File: config.mk
export PLATFORM = sky130hd
export DESIGN_NAME = packet_recovery_pw_flat
export DESIGN_NICKNAME = d
export VERILOG_FILES = /design/src/rtl/packet_recovery_pw_if.sv /design/src/rtl/packet_recovery_pw.sv /design/src/flat_wrapper.sv
export SDC_FILE = /design/constraint.sdc
export NUM_CORES = 1
export LEC_CHECK = 0
export BUFFER_PORTS_ARGS = -buffer_cell sky130_fd_sc_hd__buf_2
export CAP_MARGIN = 30
export CORE_MARGIN = 2
export CORE_UTILIZATION = 35
export DETAILED_ROUTE_END_ITERATION = 7
export PLACE_DENSITY = 0.5
export SLEW_MARGIN = 10
export SYNTH_ARGS = -nofsm -noshare
export SYNTH_HDL_FRONTEND = slang
export SYNTH_SLANG_ARGS = --single-unit
File: constraint.sdc
create_clock -name clk -period 6.9 [get_ports clk]
set_input_delay 0.69 -clock clk [delete_from_list [all_inputs] [get_ports clk]]
set_output_delay 0.69 -clock clk [all_outputs]
set_load 0.005 [all_outputs]
File: src/rtl/packet_recovery_pw_if.sv
// Stream bus for packet_recovery_pw: framed input beats in, recovered beats,
// framing markers and CRC status out.
interface packet_recovery_pw_if #(
  parameter int DATA_W    = 8,
  parameter int ERR_CNT_W = 16
);
  logic                 resync;
  logic                 valid_in;
  logic [DATA_W-1:0]    data_in;
  logic                 valid_out;
  logic [DATA_W-1:0]    data_out;
  logic                 sop_out;
  logic                 eop_out;
  logic                 crc_valid;
  logic                 crc_err;
  logic [ERR_CNT_W-1:0] err_cnt;

  modport master (
    output resync, valid_in, data_in,
    input  valid_out, data_out, sop_out, eop_out, crc_valid, crc_err, err_cnt
  );
  modport slave (
    input  resync, valid_in, data_in,
    output valid_out, data_out, sop_out, eop_out, crc_valid, crc_err, err_cnt
  );
endinterface

File: src/rtl/packet_recovery_pw.sv
// Beat-parallel packet framer: CRC over each payload, check against the trailing
// field, overwrite that field with SYNC_WORD. One registered stage, no backpressure.
module packet_recovery_pw #(
  parameter int                  DATA_W    = 8,
  parameter int                  SYNC_LEN  = 8,
  parameter logic [SYNC_LEN-1:0] SYNC_WORD = 8'h47,
  parameter int                  PKT_BITS  = 1504,
  parameter logic [SYNC_LEN-1:0] CRC_POLY  = 8'hD5,
  parameter logic [SYNC_LEN-1:0] CRC_INIT  = 8'h00,
  parameter int                  ERR_CNT_W = 16
) (
  input  logic                 clk,
  input  logic                 rst_n,
  packet_recovery_pw_if.slave  bus
);
  localparam int BEATS  = PKT_BITS / DATA_W;
  localparam int FBEATS = SYNC_LEN / DATA_W;
  localparam int CNT_W  = $clog2(BEATS);
  localparam logic [CNT_W-1:0] LAST_B = CNT_W'(BEATS - 1);
  localparam logic [CNT_W-1:0] FLD_B  = CNT_W'(BEATS - FBEATS);

  logic [CNT_W-1:0]     beat_cnt_q, beat_cnt_d;
  logic [SYNC_LEN-1:0]  crc_q, crc_d;
  logic [SYNC_LEN-1:0]  rx_fld_q, rx_fld_d;
  logic                 valid_out_q, valid_out_d;
  logic [DATA_W-1:0]    data_out_q, data_out_d;
  logic                 sop_q, sop_d, eop_q, eop_d;
  logic                 crc_valid_q, crc_valid_d;
  logic                 crc_err_q, crc_err_d;
  logic [ERR_CNT_W-1:0] err_cnt_q, err_cnt_d;

  logic [CNT_W-1:0]           eff, fk;
  logic [SYNC_LEN-1:0]        crc_base, rx_base, rx_full, sw_sh;
  logic [SYNC_LEN+DATA_W-1:0] rx_cat;
  logic                       mism;

  function automatic logic [SYNC_LEN-1:0] crc_fold(input logic [SYNC_LEN-1:0] c_in,
                                                   input logic [DATA_W-1:0]   d);
    logic [SYNC_LEN-1:0] c;
    logic                fb;
    c = c_in;
    for (int i = DATA_W - 1; i >= 0; i--) begin
      fb = c[SYNC_LEN-1] ^ d[i];
      c  = {c[SYNC_LEN-2:0], 1'b0} ^ (fb ? CRC_POLY : '0);
    end
    return c;
  endfunction

  always_comb begin
    beat_cnt_d  = beat_cnt_q;
    crc_d       = crc_q;
    rx_fld_d    = rx_fld_q;
    valid_out_d = 1'b0;
    data_out_d  = data_out_q;
    sop_d       = 1'b0;
    eop_d       = 1'b0;
    crc_valid_d = 1'b0;
    crc_err_d   = crc_err_q;
    err_cnt_d   = err_cnt_q;
    // resync makes the current beat (if any) beat 0 of a fresh window
    eff      = bus.resync ? '0 : beat_cnt_q;
    crc_base = bus.resync ? CRC_INIT : crc_q;
    rx_base  = bus.resync ? '0 : rx_fld_q;
    rx_cat   = {rx_base, bus.data_in};
    rx_full  = rx_cat[SYNC_LEN-1:0];
    fk       = eff - FLD_B;
    sw_sh    = SYNC_WORD << (fk * DATA_W);
    mism     = crc_base != rx_full;
    if (bus.resync) begin
      beat_cnt_d = '0;
      crc_d      = CRC_INIT;
      rx_fld_d   = '0;
    end
    if (bus.valid_in) begin
      valid_out_d = 1'b1;
      sop_d       = (eff == '0);
      beat_cnt_d  = (eff == LAST_B) ? '0 : eff + 1'b1;
      if (eff < FLD_B) begin
        crc_d      = crc_fold(crc_base, bus.data_in);
        data_out_d = bus.data_in;
      end else begin
        data_out_d = sw_sh[SYNC_LEN-1 -: DATA_W];
        rx_fld_d   = rx_full;
        if (eff == LAST_B) begin
          eop_d       = 1'b1;
          crc_valid_d = 1'b1;
          crc_err_d   = mism;
          crc_d       = CRC_INIT;
          rx_fld_d    = '0;
          if (mism && err_cnt_q != '1) err_cnt_d = err_cnt_q + 1'b1;
        end
      end
    end
  end

  always_ff @(posedge clk or negedge rst_n) begin
    if (!rst_n) begin
      beat_cnt_q  <= '0;
      crc_q       <= CRC_INIT;
      rx_fld_q    <= '0;
      valid_out_q <= 1'b0;
      data_out_q  <= '0;
      sop_q       <= 1'b0;
      eop_q       <= 1'b0;
      crc_valid_q <= 1'b0;
      crc_err_q   <= 1'b0;
      err_cnt_q   <= '0;
    end else begin
      beat_cnt_q  <= beat_cnt_d;
      crc_q       <= crc_d;
      rx_fld_q    <= rx_fld_d;
      valid_out_q <= valid_out_d;
      data_out_q  <= data_out_d;
      sop_q       <= sop_d;
      eop_q       <= eop_d;
      crc_valid_q <= crc_valid_d;
      crc_err_q   <= crc_err_d;
      err_cnt_q   <= err_cnt_d;
    end
  end

  assign bus.valid_out = valid_out_q;
  assign bus.data_out  = data_out_q;
  assign bus.sop_out   = sop_q;
  assign bus.eop_out   = eop_q;
  assign bus.crc_valid = crc_valid_q;
  assign bus.crc_err   = crc_err_q;
  assign bus.err_cnt   = err_cnt_q;
endmodule
File: src/flat_wrapper.sv
// flat-port wrapper written by rule: the top's interface ports become plain ports
module packet_recovery_pw_flat 
#(
  parameter int                  DATA_W    = 8,
  parameter int                  SYNC_LEN  = 8,
  parameter logic [SYNC_LEN-1:0] SYNC_WORD = 8'h47,
  parameter int                  PKT_BITS  = 1504,
  parameter logic [SYNC_LEN-1:0] CRC_POLY  = 8'hD5,
  parameter logic [SYNC_LEN-1:0] CRC_INIT  = 8'h00,
  parameter int                  ERR_CNT_W = 16
)
  (clk, rst_n, bus_resync, bus_valid_in, bus_data_in, bus_valid_out, bus_data_out, bus_sop_out, bus_eop_out, bus_crc_valid, bus_crc_err, bus_err_cnt);
  packet_recovery_pw_if #(.DATA_W(DATA_W), .ERR_CNT_W(ERR_CNT_W)) bus_i ();
  input  logic clk;
  input  logic rst_n;
  input wire logic [$bits(bus_i.resync)-1:0] bus_resync;
  input wire logic [$bits(bus_i.valid_in)-1:0] bus_valid_in;
  input wire logic [$bits(bus_i.data_in)-1:0] bus_data_in;
  output wire logic [$bits(bus_i.valid_out)-1:0] bus_valid_out;
  output wire logic [$bits(bus_i.data_out)-1:0] bus_data_out;
  output wire logic [$bits(bus_i.sop_out)-1:0] bus_sop_out;
  output wire logic [$bits(bus_i.eop_out)-1:0] bus_eop_out;
  output wire logic [$bits(bus_i.crc_valid)-1:0] bus_crc_valid;
  output wire logic [$bits(bus_i.crc_err)-1:0] bus_crc_err;
  output wire logic [$bits(bus_i.err_cnt)-1:0] bus_err_cnt;
  assign bus_i.resync = bus_resync;
  assign bus_i.valid_in = bus_valid_in;
  assign bus_i.data_in = bus_data_in;
  assign bus_valid_out = bus_i.valid_out;
  assign bus_data_out = bus_i.data_out;
  assign bus_sop_out = bus_i.sop_out;
  assign bus_eop_out = bus_i.eop_out;
  assign bus_crc_valid = bus_i.crc_valid;
  assign bus_crc_err = bus_i.crc_err;
  assign bus_err_cnt = bus_i.err_cnt;
  packet_recovery_pw #(.DATA_W(DATA_W), .SYNC_LEN(SYNC_LEN), .SYNC_WORD(SYNC_WORD), .PKT_BITS(PKT_BITS), .CRC_POLY(CRC_POLY), .CRC_INIT(CRC_INIT), .ERR_CNT_W(ERR_CNT_W)) u_core (.clk(clk), .rst_n(rst_n), .bus(bus_i));
endmodule
Word-level counts from Yosys, hierarchy flattened
Index checks and enable logic that the tools add are counted.
- register bits: 44
- bits of input ports: 12
- output and inout bits: 29
- logic and storage cells: 58
- add/subtract/negate cells: 3
- $lt $le $gt $ge: 1
- eq/ne operators: 3
- shift operators: 1
- muxes and demuxes: 21
- bitwise gates (word level): 17
- reductions and logical operators: 4
- operator list (operator ; number):
    $mux 8 ; 16
    $xor 8x8->8 ; 8
    $add 16x1->16 const B ; 1
    $ne 16x16->1 const B ; 1
    $shl 7x11->8 const A ; 1
    $add 8x1->8 const B ; 1
    $eq 8x8->1 const B ; 1
    $logic_not 8->1 ; 1
    $lt 8x8->1 const B ; 1
    $ne 8x8->1 ; 1
    $sub 8x8->8 const B ; 1
    $xor 1x1->1 ; 8
    $mux 1 ; 5
    $reduce_and 4->1 ; 1
    $reduce_and 3->1 ; 1
    $logic_and 1x1->1 ; 1
    $not 1->1 ; 1

Logic depth before layout (Yosys ltp)
- depth in word-level cells: 27
- depth in mapped cells: 13
- depth with buffers taken out: 9

Worst setup path after synthesis
OpenSTA, ideal clock, no wires.
- kind: input port to flip-flop
- start: input bus_resync
- end: register u_core.err_cnt_q[1] (netlist: u_core.bus.err_cnt[1])
- library setup time: 0.125 ns
- arrival: 3.161 ns
- required time: 6.775 ns
- slack: 3.614 ns
- cell stages on the path: 12
- path buffers: 3
- cells stage by stage: buf_6 clkbuf_1 clkbuf_1 nand2b_1 inv_1 ha_1 o2111a_2 o21bai_4 or4_4 a41oi_4 nand2_2 mux2_4
- cells in the longest elaborated chain, start to end: 4
- elaborated cells between the ends (all ways): 8
- classes of those cells: order compare (1); eq/ne (2); mux (2); bitwise (1); reduce/logical (2)
- RTL lines (item ; RTL line ; text):
    start, declared ; flat_wrapper.sv:16 ; input wire logic [$bits(bus_i.resync)-1:0] bus_resync;
    $mux 8 (on tied branches) ; - ;
    $lt 8x8->1 or $ne 8x8->1 (tied branches) ; packet_recovery_pw.sv:78, packet_recovery_pw.sv:68 ;
    $not 1->1 (no source line) or $logic_and 1x1->1 (tied branches) ; - ;
    $reduce_and 4->1 (no source line) (*) ; - ;
    end signal, assigned ; packet_recovery_pw.sv:118 ; err_cnt_q <= err_cnt_d;
    end, declared ; packet_recovery_pw.sv:30 ; logic [ERR_CNT_W-1:0] err_cnt_q, err_cnt_d;
Every way passes the cells marked *; elsewhere a longest branch is shown, timed or not.
A chain may end at the register's enable or synchronous reset.

Worst setup path after layout
Same ends and word-level chain as after synthesis.

==> reports/qor.csv <==
metric;value;unit
power.ir.vdd_worst;0.0919;mV
cp-start-kind;input port;
grt_pass1_wl;10700;um
wl_per_cell;14.7;um
insertion_delay;0.30;ns
num_antenna_cells;0;
cts_tree;done;
via_count;2123;
overflow;0;
hold_viol;0;
tns;0;ns
areaGrowthSynthToFinish;12.5;%
critPathKind;input port to flip-flop;
first_pass_iters;5;
max_slew.worst_pin.slew;0.705;ns
clk_pin_slew_worst_paths;0.09;ns
port_buffers;40;
maxSlewViolCount;0;
io_pins;41;
ys_seq_elements;44;
r2r_slack;3.98;ns
postRouteAntennaNets;0;
final_common_cell;dfrtp_1;
synth_warnings;0;
yosysSeqAreaShare;0.399;
wl;6100;um
nNetsFinal;327;
drtIter0Drc;97;
final_cell_mix;dfrtp_1, buf_2, xnor2_1, nor2_1;
cp_data_required_time;7.08;ns
viasPerCell;5.12;
finalNonFillerCells;415;
min_path_type;input port to asynchronous set/reset pin;
p_leak;0.00134;uW
avgSynthCellArea;9.86;sq um
postSynthCellCount;280;
reg2regPathDepth;9;
reg2reg_from;u_core.beat_cnt_q[0];
syn_nets;295;
grtUsageTotal;0.154;
drive_above_1_share;0.217;
grt_max_degree;30;
synthesis.area;2760;sq um
remaining_drc_errors;0;
grt_pass1_vias;2098;
dieArea;8620;sq um
synthArstFlopShare;1.00;
final.fill_count;800;
dp.cells;407;
cts_setup_buffers;0;
synth_edf_count;0;
core_area;7690;sq um
rsz0062_at_grt;false;
post_cts_resized;0;
drv_cap;0;
num_rows;32;
relSlewSlack;0.529;
pwr_density_cell;269;nW/um^2
timing.fmax;303;MHz
r2r-end;u_core.bus.err_cnt[1];
cts.sinks;44;
place.gp.congestion;0.801;
status;complete, no violations;
die_w;92.8;um
fin_crit;3.30;ns
ctsHtreeMaxLevel;2;
clock_skew;0.0113;ns
hold_buffers;0;
clockBufferDepth;2;
setup_viol;0;
crit_arrival;3.48;ns
period_share;0.478;
antenna_found_initial;0;
crit_fanout;27;
ys.flop_type;dfrtp_1;
cts_buffers;5;
p_total;835;uW
cp-end-kind;flip-flop;
initial_core_util;0.359;
cts_root_buf;clkbuf_8;
die_h;92.8;um
place_hpwl;4440;um
synthDistinctLibCells;48;
-- cells in the mapped netlist, drive strengths merged (2+ instances only) --
cell type  instances  area share
ha                 3       0.014
nor2              30       0.043
a31oi              6       0.014
nor2b              5       0.011
nor4bb             4       0.014
dfrtp             44        0.40
o211ai             3      0.0082
xor2              11       0.035
xnor3              4       0.033
nand3             28       0.067
a21oi              8       0.014
and4               2      0.0063
nand4              5       0.011
nor3               6       0.013
xnor2             37        0.12
and3               6       0.014
nand2             20       0.028
clkbuf            10       0.014
o21ai             11       0.020
o32ai              5       0.016
nand2b             4       0.014
inv                5      0.0068
o2bb2ai            4       0.013
buf                6       0.019
-- critical path, stage by stage --
cell and delay (ns):
buf_2 0.26, nand2b_1 0.27, inv_1 0.08, ha_1 0.24
o2111a_2 0.25, o21bai_4 0.09, or4_4 0.53, a41oi_4 0.58
nand2_2 0.15, mux2_4 0.33
-- worst max-delay path by stage --
stage | slack (ns) | start | depth (start not counted) | endpoint
after global placement | 3.37 | bus_resync | 10 | u_core.bus.err_cnt[1]
after CTS | 3.61 | bus_resync | 10 | u_core.bus.err_cnt[1]
after detailed placement | 3.29 | bus_resync | 10 | u_core.bus.err_cnt[1]
after global routing | 3.46 | bus_resync | 10 | u_core.bus.err_cnt[1]
final | 3.60 | bus_resync | 10 | u_core.bus.err_cnt[1]
after floorplan | 3.61 | bus_resync | 12 | u_core.bus.err_cnt[1]
-- per-layer routing --
| metal | wire, um | vias up | GRT usage |
|---|---|---|---|
| li1 | - | 1044 | - |
| met1 | 3010 | 1034 | 0.221 |
| met2 | 2760 | 40 | 0.237 |
| met3 | 250 | 5 | 0.0293 |
| met5 | 0 | - | 0 |
| met4 | 73 | 0 | 0.0429 |
-- metrics by stage --
step	util	hold slack, ns	setup slack (ns)	cell area (sq um)
after floorplan	-	0.394	3.61	2760
after global placement	0.390	0.468	3.37	3000
after detailed placement	0.393	0.473	3.29	3020
after CTS	0.404	0.316	3.61	3110
after global routing	0.404	0.321	3.46	3110
final	0.404	0.306	3.60	3110
-- final cells by class --
type                            count  area, sq um  share of cell area
Clock buffer                        7         76.3              0.0246
Clock inverter                      1         8.76             0.00282
Inverter                            5         18.8             0.00604
Multi-Input combinational cell    215         1550               0.500
Sequential cell                    44         1100               0.355
Tap cell                          102          128              0.0411
Timing Repair Buffer               41          220              0.0709
-- flip-flops by register name, summed over array words and instances (netlist names) --
name	flops
u_core.bus.sop_out	1
u_core.bus.eop_out	1
u_core.crc_q	8
u_core.bus.data_out	8
u_core.bus.crc_err	1
u_core.beat_cnt_q	8
u_core.bus.valid_out	1
u_core.bus.err_cnt	16
-- kinds of logic after synthesis --
family          count (synthesis)  synth area share
buf+inv                        21            0.0390
flops                          44             0.399
fa+ha+maj                       3            0.0136
xor+xnor                       52             0.188
mux                             2           0.00906
compound gates                 42             0.112
simple gates                  116             0.240
-- report_power, final --
part | switching (uW) | internal, uW | total, uW
logic | 157 | 182 | 340
registers | 43.8 | 288 | 331
clock network | 91.3 | 72.5 | 164
Note: power is estimated with default switching activity, not from simulation.
